**config.mk**
```make
export PLATFORM = sky130hd
export DESIGN_NAME = key_debounce
export DESIGN_NICKNAME = d
export VERILOG_FILES = /design/src/rtl/key_pkg.sv /design/src/rtl/key_filter.sv /design/src/rtl/key_debounce.sv
export SDC_FILE = /design/constraint.sdc
export NUM_CORES = 1
export LEC_CHECK = 0
export BUFFER_PORTS_ARGS = -buffer_cell sky130_fd_sc_hd__buf_4
export CELL_PAD_IN_SITES_DETAIL_PLACEMENT = 0
export CELL_PAD_IN_SITES_GLOBAL_PLACEMENT = 1
export CORE_UTILIZATION = 35
export CTS_CLUSTER_DIAMETER = 50
export DETAILED_ROUTE_END_ITERATION = 8
export PLACE_DENSITY_LB_ADDON = 0.1
export REMOVE_ABC_BUFFERS = 1
export SETUP_SLACK_MARGIN = 0.5
export SLEW_MARGIN = 20
export SYNTH_ARGS = -nofsm -noshare
export SYNTH_HDL_FRONTEND = slang
export SYNTH_SLANG_ARGS = --single-unit
```
**constraint.sdc**
```tcl
create_clock -name clk -period 3 [get_ports clk]
set_input_delay 0.3 -clock clk [delete_from_list [all_inputs] [get_ports clk]]
set_output_delay 0.3 -clock clk [all_outputs]
set_load 0.02 [all_outputs]
```
**src/rtl/key_pkg.sv**
```systemverilog
// Shared types and default timing for the key debounce block.
// The default timing constants assume a 50 MHz system clock.
package key_pkg;

  typedef enum logic [1:0] {
    IDLE      = 2'd0,
    PRESS_FLT = 2'd1,
    DOWN      = 2'd2,
    REL_FLT   = 2'd3
  } key_state_e;

  localparam int TIME_20MS_50M = 1_000_000;
  localparam int TIME_LONG_50M = 50_000_000;

endpackage

```
**src/rtl/key_filter.sv**
```systemverilog
// One key channel: two-flop synchroniser, debounce/hold FSM with a shared
// counter, and registered level, press, release and long-press outputs.
module key_filter
  import key_pkg::*;
#(
  parameter int TIME_20MS = TIME_20MS_50M,
  parameter int TIME_LONG = TIME_LONG_50M
) (
  input  logic clk,
  input  logic rst,
  input  logic key_i,
  output logic level_o,
  output logic press_o,
  output logic release_o,
  output logic long_o
);

  localparam int                CNT_W    = $clog2(TIME_LONG);
  localparam logic [CNT_W-1:0]  FLT_END  = CNT_W'(TIME_20MS - 1);
  localparam logic [CNT_W-1:0]  LONG_END = CNT_W'(TIME_LONG - 1);

  logic [1:0]       sync_q;
  logic             s;
  key_state_e       state_q, state_d;
  logic [CNT_W-1:0] cnt_q, cnt_d;
  logic             long_done_q, long_done_d;
  logic             ev_press_q, ev_press_d;
  logic             ev_release_q, ev_release_d;
  logic             ev_long_q, ev_long_d;
  logic             level_q, press_q, release_q, long_q;

  assign s = sync_q[1];

  always_ff @(posedge clk) begin
    if (rst) begin
      sync_q       <= 2'b11;
      state_q      <= IDLE;
      cnt_q        <= '0;
      long_done_q  <= 1'b0;
      ev_press_q   <= 1'b0;
      ev_release_q <= 1'b0;
      ev_long_q    <= 1'b0;
    end else begin
      sync_q       <= {sync_q[0], key_i};
      state_q      <= state_d;
      cnt_q        <= cnt_d;
      long_done_q  <= long_done_d;
      ev_press_q   <= ev_press_d;
      ev_release_q <= ev_release_d;
      ev_long_q    <= ev_long_d;
    end
  end

  // The counter times both the bounce window and the hold; it parks at
  // LONG_END once the long pulse has fired, so long_done_q blocks repeats.
  always_comb begin
    state_d      = state_q;
    cnt_d        = cnt_q;
    long_done_d  = long_done_q;
    ev_press_d   = 1'b0;
    ev_release_d = 1'b0;
    ev_long_d    = 1'b0;
    case (state_q)
      IDLE: begin
        if (!s) begin
          state_d = PRESS_FLT;
          cnt_d   = '0;
        end
      end
      PRESS_FLT: begin
        if (s) begin
          state_d = IDLE;
          cnt_d   = '0;
        end else if (cnt_q == FLT_END) begin
          state_d     = DOWN;
          cnt_d       = '0;
          long_done_d = 1'b0;
          ev_press_d  = 1'b1;
        end else begin
          cnt_d = cnt_q + CNT_W'(1);
        end
      end
      DOWN: begin
        if (s) begin
          state_d = REL_FLT;
          cnt_d   = '0;
        end else if (cnt_q == LONG_END) begin
          ev_long_d   = !long_done_q;
          long_done_d = 1'b1;
        end else begin
          cnt_d = cnt_q + CNT_W'(1);
        end
      end
      REL_FLT: begin
        if (!s) begin
          state_d     = DOWN;
          cnt_d       = '0;
          long_done_d = 1'b0;
        end else if (cnt_q == FLT_END) begin
          state_d      = IDLE;
          cnt_d        = '0;
          ev_release_d = 1'b1;
        end else begin
          cnt_d = cnt_q + CNT_W'(1);
        end
      end
      default: begin
        state_d = IDLE;
        cnt_d   = '0;
      end
    endcase
  end

  // Output register stage: level and press rise on the same edge.
  always_ff @(posedge clk) begin
    if (rst) begin
      level_q   <= 1'b0;
      press_q   <= 1'b0;
      release_q <= 1'b0;
      long_q    <= 1'b0;
    end else begin
      level_q   <= (state_q == DOWN) || (state_q == REL_FLT);
      press_q   <= ev_press_q;
      release_q <= ev_release_q;
      long_q    <= ev_long_q;
    end
  end

  assign level_o   = level_q;
  assign press_o   = press_q;
  assign release_o = release_q;
  assign long_o    = long_q;

endmodule

```
**src/rtl/key_debounce.sv**
```systemverilog
// Multi-channel push-button conditioner: one independent key_filter per
// active-low key input, with the vectors sliced per channel.
module key_debounce
  import key_pkg::*;
#(
  parameter int KEY_W     = 4,
  parameter int TIME_20MS = TIME_20MS_50M,
  parameter int TIME_LONG = TIME_LONG_50M
) (
  input  logic             clk,
  input  logic             rst,
  input  logic [KEY_W-1:0] key_in,
  output logic [KEY_W-1:0] key_level,
  output logic [KEY_W-1:0] key_press,
  output logic [KEY_W-1:0] key_release,
  output logic [KEY_W-1:0] key_long
);

  for (genvar g = 0; g < KEY_W; g++) begin : g_key
    key_filter #(
      .TIME_20MS (TIME_20MS),
      .TIME_LONG (TIME_LONG)
    ) u_filter (
      .clk       (clk),
      .rst       (rst),
      .key_i     (key_in[g]),
      .level_o   (key_level[g]),
      .press_o   (key_press[g]),
      .release_o (key_release[g]),
      .long_o    (key_long[g])
    );
  end

endmodule
```
======== Yosys cells after proc, flatten, opt, wreduce, memory -nomap -nowiden ========
Cells that the tools add are included.
word-level totals
  RAM bits ................................ 0
  output and inout port bits .............. 16
  latch bits .............................. 0
  word-level logic and storage cells ...... 252
  flip-flop bits (word level) ............. 152
  memories kept ........................... 0
  input bits .............................. 6
  memory bits (read-only) ................. 0
operators by class
  bitwise logic cells ..................... 20
  div/mod/pow operators ................... 0
  magnitude comparators ................... 0
  multipliers ............................. 0
  multiplexer cells ....................... 84
  reductions and logical operators ........ 40
  eq/ne operators ......................... 60
  shifts and indexed selects .............. 0
  add/subtract/negate cells ............... 4
operators by type and width
  operator                                               number
  two-way mux 26 bit                                     24
  case mux 26 bit (4 select lines)                       4
  adder 26 x 1 -> 26 bit, second input constant          4
  equality test 26 x 20 -> 1 bit, second input constant  4
  equality test 26 bit, second input constant            4
  two-way mux 2 bit                                      24
  inequality test 2 bit, second input constant           16
  case mux 2 bit (4 select lines)                        4
  two-way mux 1 bit                                      24
  inequality test 2 x 1 -> 1 bit, second input constant  12
  AND reduction 6 bit                                    4
  OR reduction 3 bit                                     8
  inverter 1 bit                                         20
  equality test 2 bit, second input constant             8
  AND reduction 4 bit                                    4
  OR reduction 4 bit                                     4
  inequality test 3 x 1 -> 1 bit, second input constant  4
  inequality test 3 x 2 -> 1 bit, second input constant  4
  inequality test 3 bit, second input constant           4
  case mux 1 bit (3 select lines)                        4
  nonzero test 3 bit                                     4
  equality test 2 x 1 -> 1 bit, second input constant    4
  logical NOT 2 bit                                      4
  AND reduction 2 bit                                    4
  other kinds (2)                                        8

======== Longest topological paths before layout ========
  depth in word-level cells ............... 4
  mapped depth ............................ 8
  gate-level depth less buffers ........... 7

======== By module ========
From an unflattened synthesis, not the netlist that was laid out.
unflattened totals
  cell total of the unflattened synthesis .. 947
  area, all modules ....................... 8111.5 µm²
by module, submodules not included
  module                               area each (µm²)  times used  cells each  seq. area each (µm²)
  key_filter at g_key[0].u_filter ...  1969.4           3           227         760.7
  key_filter at g_key[3].u_filter      2203.4           1           266         760.7

======== Worst setup path before layout ========
Ideal clock, no wire load.
  kind .................................... register to register
  start ................................... register g_key[2].u_filter.cnt_q[12]
  end ..................................... register g_key[2].u_filter.cnt_q[24]
  arrival ................................. 2.054 ns
  setup slack ............................. 0.829 ns
  buffers on the path ..................... 1
  clock period less this slack ............ 2.171 ns
  setup time .............................. 0.117 ns
  stages on the path, launching flop included .. 7
  data required time ...................... 2.883 ns
  path through ............................ dfxtp_1 -> or4b_1 -> or4_4 -> o31ai_4 -> o41ai_2 -> buf_6 -> a22o_1
on the way
  cells in the longest elaborated chain, start to end .. 4
  elaborated cells between the ends (all ways) .. 11
  classes of those cells .................. add/sub: 1; eq/ne: 3; mux: 6; reduce/logical: 1
ends and longest elaborated chain
  item                                                                      RTL line                                              source
  start: declaration                                                        key_filter.sv:25                                      logic [CNT_W-1:0] cnt_q, cnt_d;
  start signal: assignment                                                  key_filter.sv:46                                      cnt_q <= cnt_d;
  adder 26 x 1 -> 26 bit or equality test 26 x 20 -> 1 bit (tied branches)  -
  two-way mux 26 bit, on equally long branches                              key_filter.sv:74, key_filter.sv:99, key_filter.sv:87
  two-way mux 26 bit, on equally long branches                              key_filter.sv:95, key_filter.sv:84, key_filter.sv:71
  case mux 26 bit (4 select lines)                                          key_filter.sv:63                                      case (state_q)
Several ways; a longest one is shown, not always the timed one. The select of a mux whose other input is x is not followed.
A chain may end at the register's enable or synchronous reset.

======== Worst setup path in the final report ========
  start ................................... register g_key[2].u_filter.cnt_q[12]
  end ..................................... register g_key[2].u_filter.cnt_q[20]
Same word-level chain as after synthesis.

==> metrics <==
Area Overhead vs Synth=13.88%; clock buffer count from CTS=17; antenna viol nets, final=0; CP peak stage delay=approximately 0.54 ns; Synth top area share=between 40% and 50%; Bufs on Longest Clock Path=2; final period utilization=78.72%; detailed placer's ending HPWL=13400 um; Overflow after GRT=0; largest delay contributor family on the critical path=simple AND/OR/NAND/NOR gates; clk_lat worst skew=approximately 0.42 ns; synth top area cells=dfxtp_1 40%, nor2_1 5.9%, nand2_1 3.6%; Slew @ Worst Pin=0.7988 ns; min cycle time layout=2.362 ns; synth unique cells=72; routed length per placed instance=roughly 16 um; vias per cell=between 5 and 6; area leader, netlist=dfxtp_1; largest net degree at the start of global routing=41; clk slew on worst S/H paths=0.06 ns; path type of the worst setup path=reg -> reg; VDD IR max=roughly 0.33 mV; Top Ports=22; ANT cells=0; NumNets Final=933; Rows=53; Post-DP Area=0.007954 mm^2; clock root buffer=clkbuf_16; xor/xnor cell area share of the yosys netlist=6.923%; Compound-Gate Fraction of Synth Area=12.07%; initial core utilization=35.88%; met2 usage=28.37%; crit path from=g_key[2].u_filter.cnt_q[12]$_SDFFE_PP0P_; Max Transition Viols Final=0; crit path launch type=register; Slew Limit Headroom=roughly 46%; Final Core Density=between 40% and 50%; DRC Markers=0; DRT iter0 DRCs=477; die height=149.3 um; leakage power=2.964 nW; final WL=approximately 19000 um; Placeable Area=0.02115 mm^2; crit-path max FO=10; Synth top cells by count=152 x dfxtp_1, 120 x nor2_1, 73 x nand2_1, 50 x nand3_1, 42 x nor3_1; multiplexer share of the synthesized area=0.2637%; antenna violations before repair=0; Final Non-Filler Cells=approximately 1.2k; synth warn=0; most common cell in the synthesized netlist=dfxtp_1; Hold WC Path Type=in -> reg; CP Capture Type=register; Post-synth EDFFs=0; CTS Sinks=152; #FFs+latches synth=between 150 and 200; layout cells sized above 1=between 10% and 20%; total number of vias=6623; Pwr Density=515.3 mW/mm^2; Seq/Total Area, Yosys=40.09%; overall power=4.455 mW; CTS tree=done; Post-Synth Simple-Gate Area=between 30% and 40%; setup_tns=0 ns; routability congestion estimate=about 0.84; placed insts=1178; RSZ-0062 raised after global routing=false; First-pass DRT Iterations=5; H-tree depth=4; Avg Synthesized Cell Area=8.278 um^2; first-pass GRT wire length=32020 um; hold-fix buffers at CTS=0; RR Startpoint=g_key[2].u_filter.cnt_q[12]$_SDFFE_PP0P_; fmax=0.4235 GHz; fin area=0.008645 mm^2; Worst Path Buf+Inv=1; clock skew=0.009893 ns; beginning of the worst hold path=key_in[1]; Cell Chain, Critical Path=or4b_1 -> or4_4 -> o31ai_4 -> o41ai_4 -> buf_12 -> a31oi_1 -> a31oi_1; Die W=149.3 um; Post-Synth Adder-Cell Area=0.6593%; synthesized instance count=slightly above 900; main combinational cell family by area after synthesis=simple AND/OR/NAND/NOR gates; Async SR Flop Fraction=0%; GRT busiest layer=met2; Final setup viols=0; Worst EP arrival=2.66 ns; CP dominant cell by count=a31oi_1; routing usage on met3=3.945%; vias in the first global route=6422; met1 Usage GRT=23.91%; dominant synthesized flop cell=dfxtp_1; Die ar.=about 0.022 mm^2; CP max-delay cell=or4b_1; status=complete, no violations; WP data required=3.30 ns; number of max-cap violations=0; Fin. Hold Viols=0; Cell Area, Synth=0.007591 mm^2; Total GRT Usage=17.95%; Port Buffers=21
cells in the final DEF (no fill, tap or decap), types with 14 or more instances in the layout:
| cell | synthesis | layout |
|---|---|---|
| a21oi_1 | 30 | 30 |
| a31oi_1 | 17 | 16 |
| and3_1 | 17 | 17 |
| and4_1 | 17 | 17 |
| buf_4 | 17 | 40 |
| clkbuf_16 | 0 | 17 |
| dfxtp_1 | 152 | 152 |
| inv_1 | 15 | 15 |
| nand2_1 | 73 | 73 |
| nand3_1 | 50 | 50 |
| nand4_1 | 30 | 30 |
| nor2_1 | 120 | 120 |
| nor2b_1 | 29 | 29 |
| nor3_1 | 42 | 40 |
| nor4_1 | 23 | 23 |
| o21ai_0 | 27 | 27 |
| or2_2 | 14 | 14 |
| xnor2_1 | 29 | 29 |
| xor2_1 | 31 | 31 |
cells by family after synthesis:
| group | Yosys count |
|---|---|
| buffers and inverters | 69 |
| and+or+nand+nor | 497 |
| muxes | 2 |
| DFF | 152 |
| adders and majority gates | 4 |
| AOI/OAI and AO/OA | 133 |
| xor gates and xnor gates | 60 |
final cells by class:
class                      instances  area, um^2
fill                            2156       12510
multi-input combinational        696        4248
sequential                       152        3043
clock buffer                      22       494.2
tap                              275       344.1
timing repair buffer              41       320.3
clock inverter                    10       138.9
inverter                          15       56.30
metal layers:
layer	vias up	part of all wire, %	wire [um]
met4	0	1.4	263
met3	23	3.7	699
met1	3157	50	9455
li1	3332	-	-
met2	111	45	8392
met5	-	0	0
report_power, final:
group | switching, mW | internal (mW)
combinational | 0.0882 | 0.0403
sequential | 0.0137 | 2.03
clock | 0.862 | 1.42
total | 0.964 | 3.49
stage by stage:
| step | hold slack, ns | setup WS, ns |
|---|---|---|
| after floorplan | 0.3691 | 0.3526 |
| after global placement | 0.3923 | 0.5317 |
| after global routing | 0.04341 | 0.5086 |
| final | 0.05880 | 0.6385 |
| after CTS | 0.03847 | 0.5483 |
| after detailed placement | 0.3945 | 0.5521 |
flip-flops by register name, summed over array words and instances, names as in the netlist, named ones only:
| name | flops |
|---|---|
| g_key.u_filter.long_done_q | 4 |
| g_key.u_filter.ev_press_q | 4 |
| g_key.u_filter.press_o | 4 |
| g_key.u_filter.long_o | 4 |
| g_key.u_filter.release_o | 4 |
| g_key.u_filter.ev_long_q | 4 |
| g_key.u_filter.level_o | 4 |
| g_key.u_filter.state_q | 4 |
| g_key.u_filter.ev_release_q | 4 |
| g_key.u_filter.cnt_q | 104 |
| g_key.u_filter.sync_q | 8 |
worst paths after layout:
| kind | end | slack, ns | cells past startpoint |
|---|---|---|---|
| worst min register to register | g_key[3].u_filter.sync_q[1]$_SDFF_PP1_ | 0.40 | 1 |
| worst max register to register | g_key[2].u_filter.cnt_q[20]$_SDFFE_PP0P_ | 0.64 | 7 |
| worst min-delay path | g_key[1].u_filter.sync_q[0]$_SDFF_PP1_ | 0.06 | 2 |
| worst max-delay path | g_key[2].u_filter.cnt_q[20]$_SDFFE_PP0P_ | 0.64 | 7 |
worst register-to-register path: cells and delay by family, from the launching register on:
kind / cells / cell delay [ns]
buf+inv: 1 / 0.19
compound gates: 4 / 0.68
flops: 1 / 0.37
simple gates: 2 / 0.99
repair_timing:
action / in CTS / in global routing
setup buffers: 0 / 1
endpoints found under the hold margin: 0 / 0
endpoints found under the setup margin: 0 / 21
resized for setup: 0 / 5
Note: power is estimated with default switching activity, not from simulation.
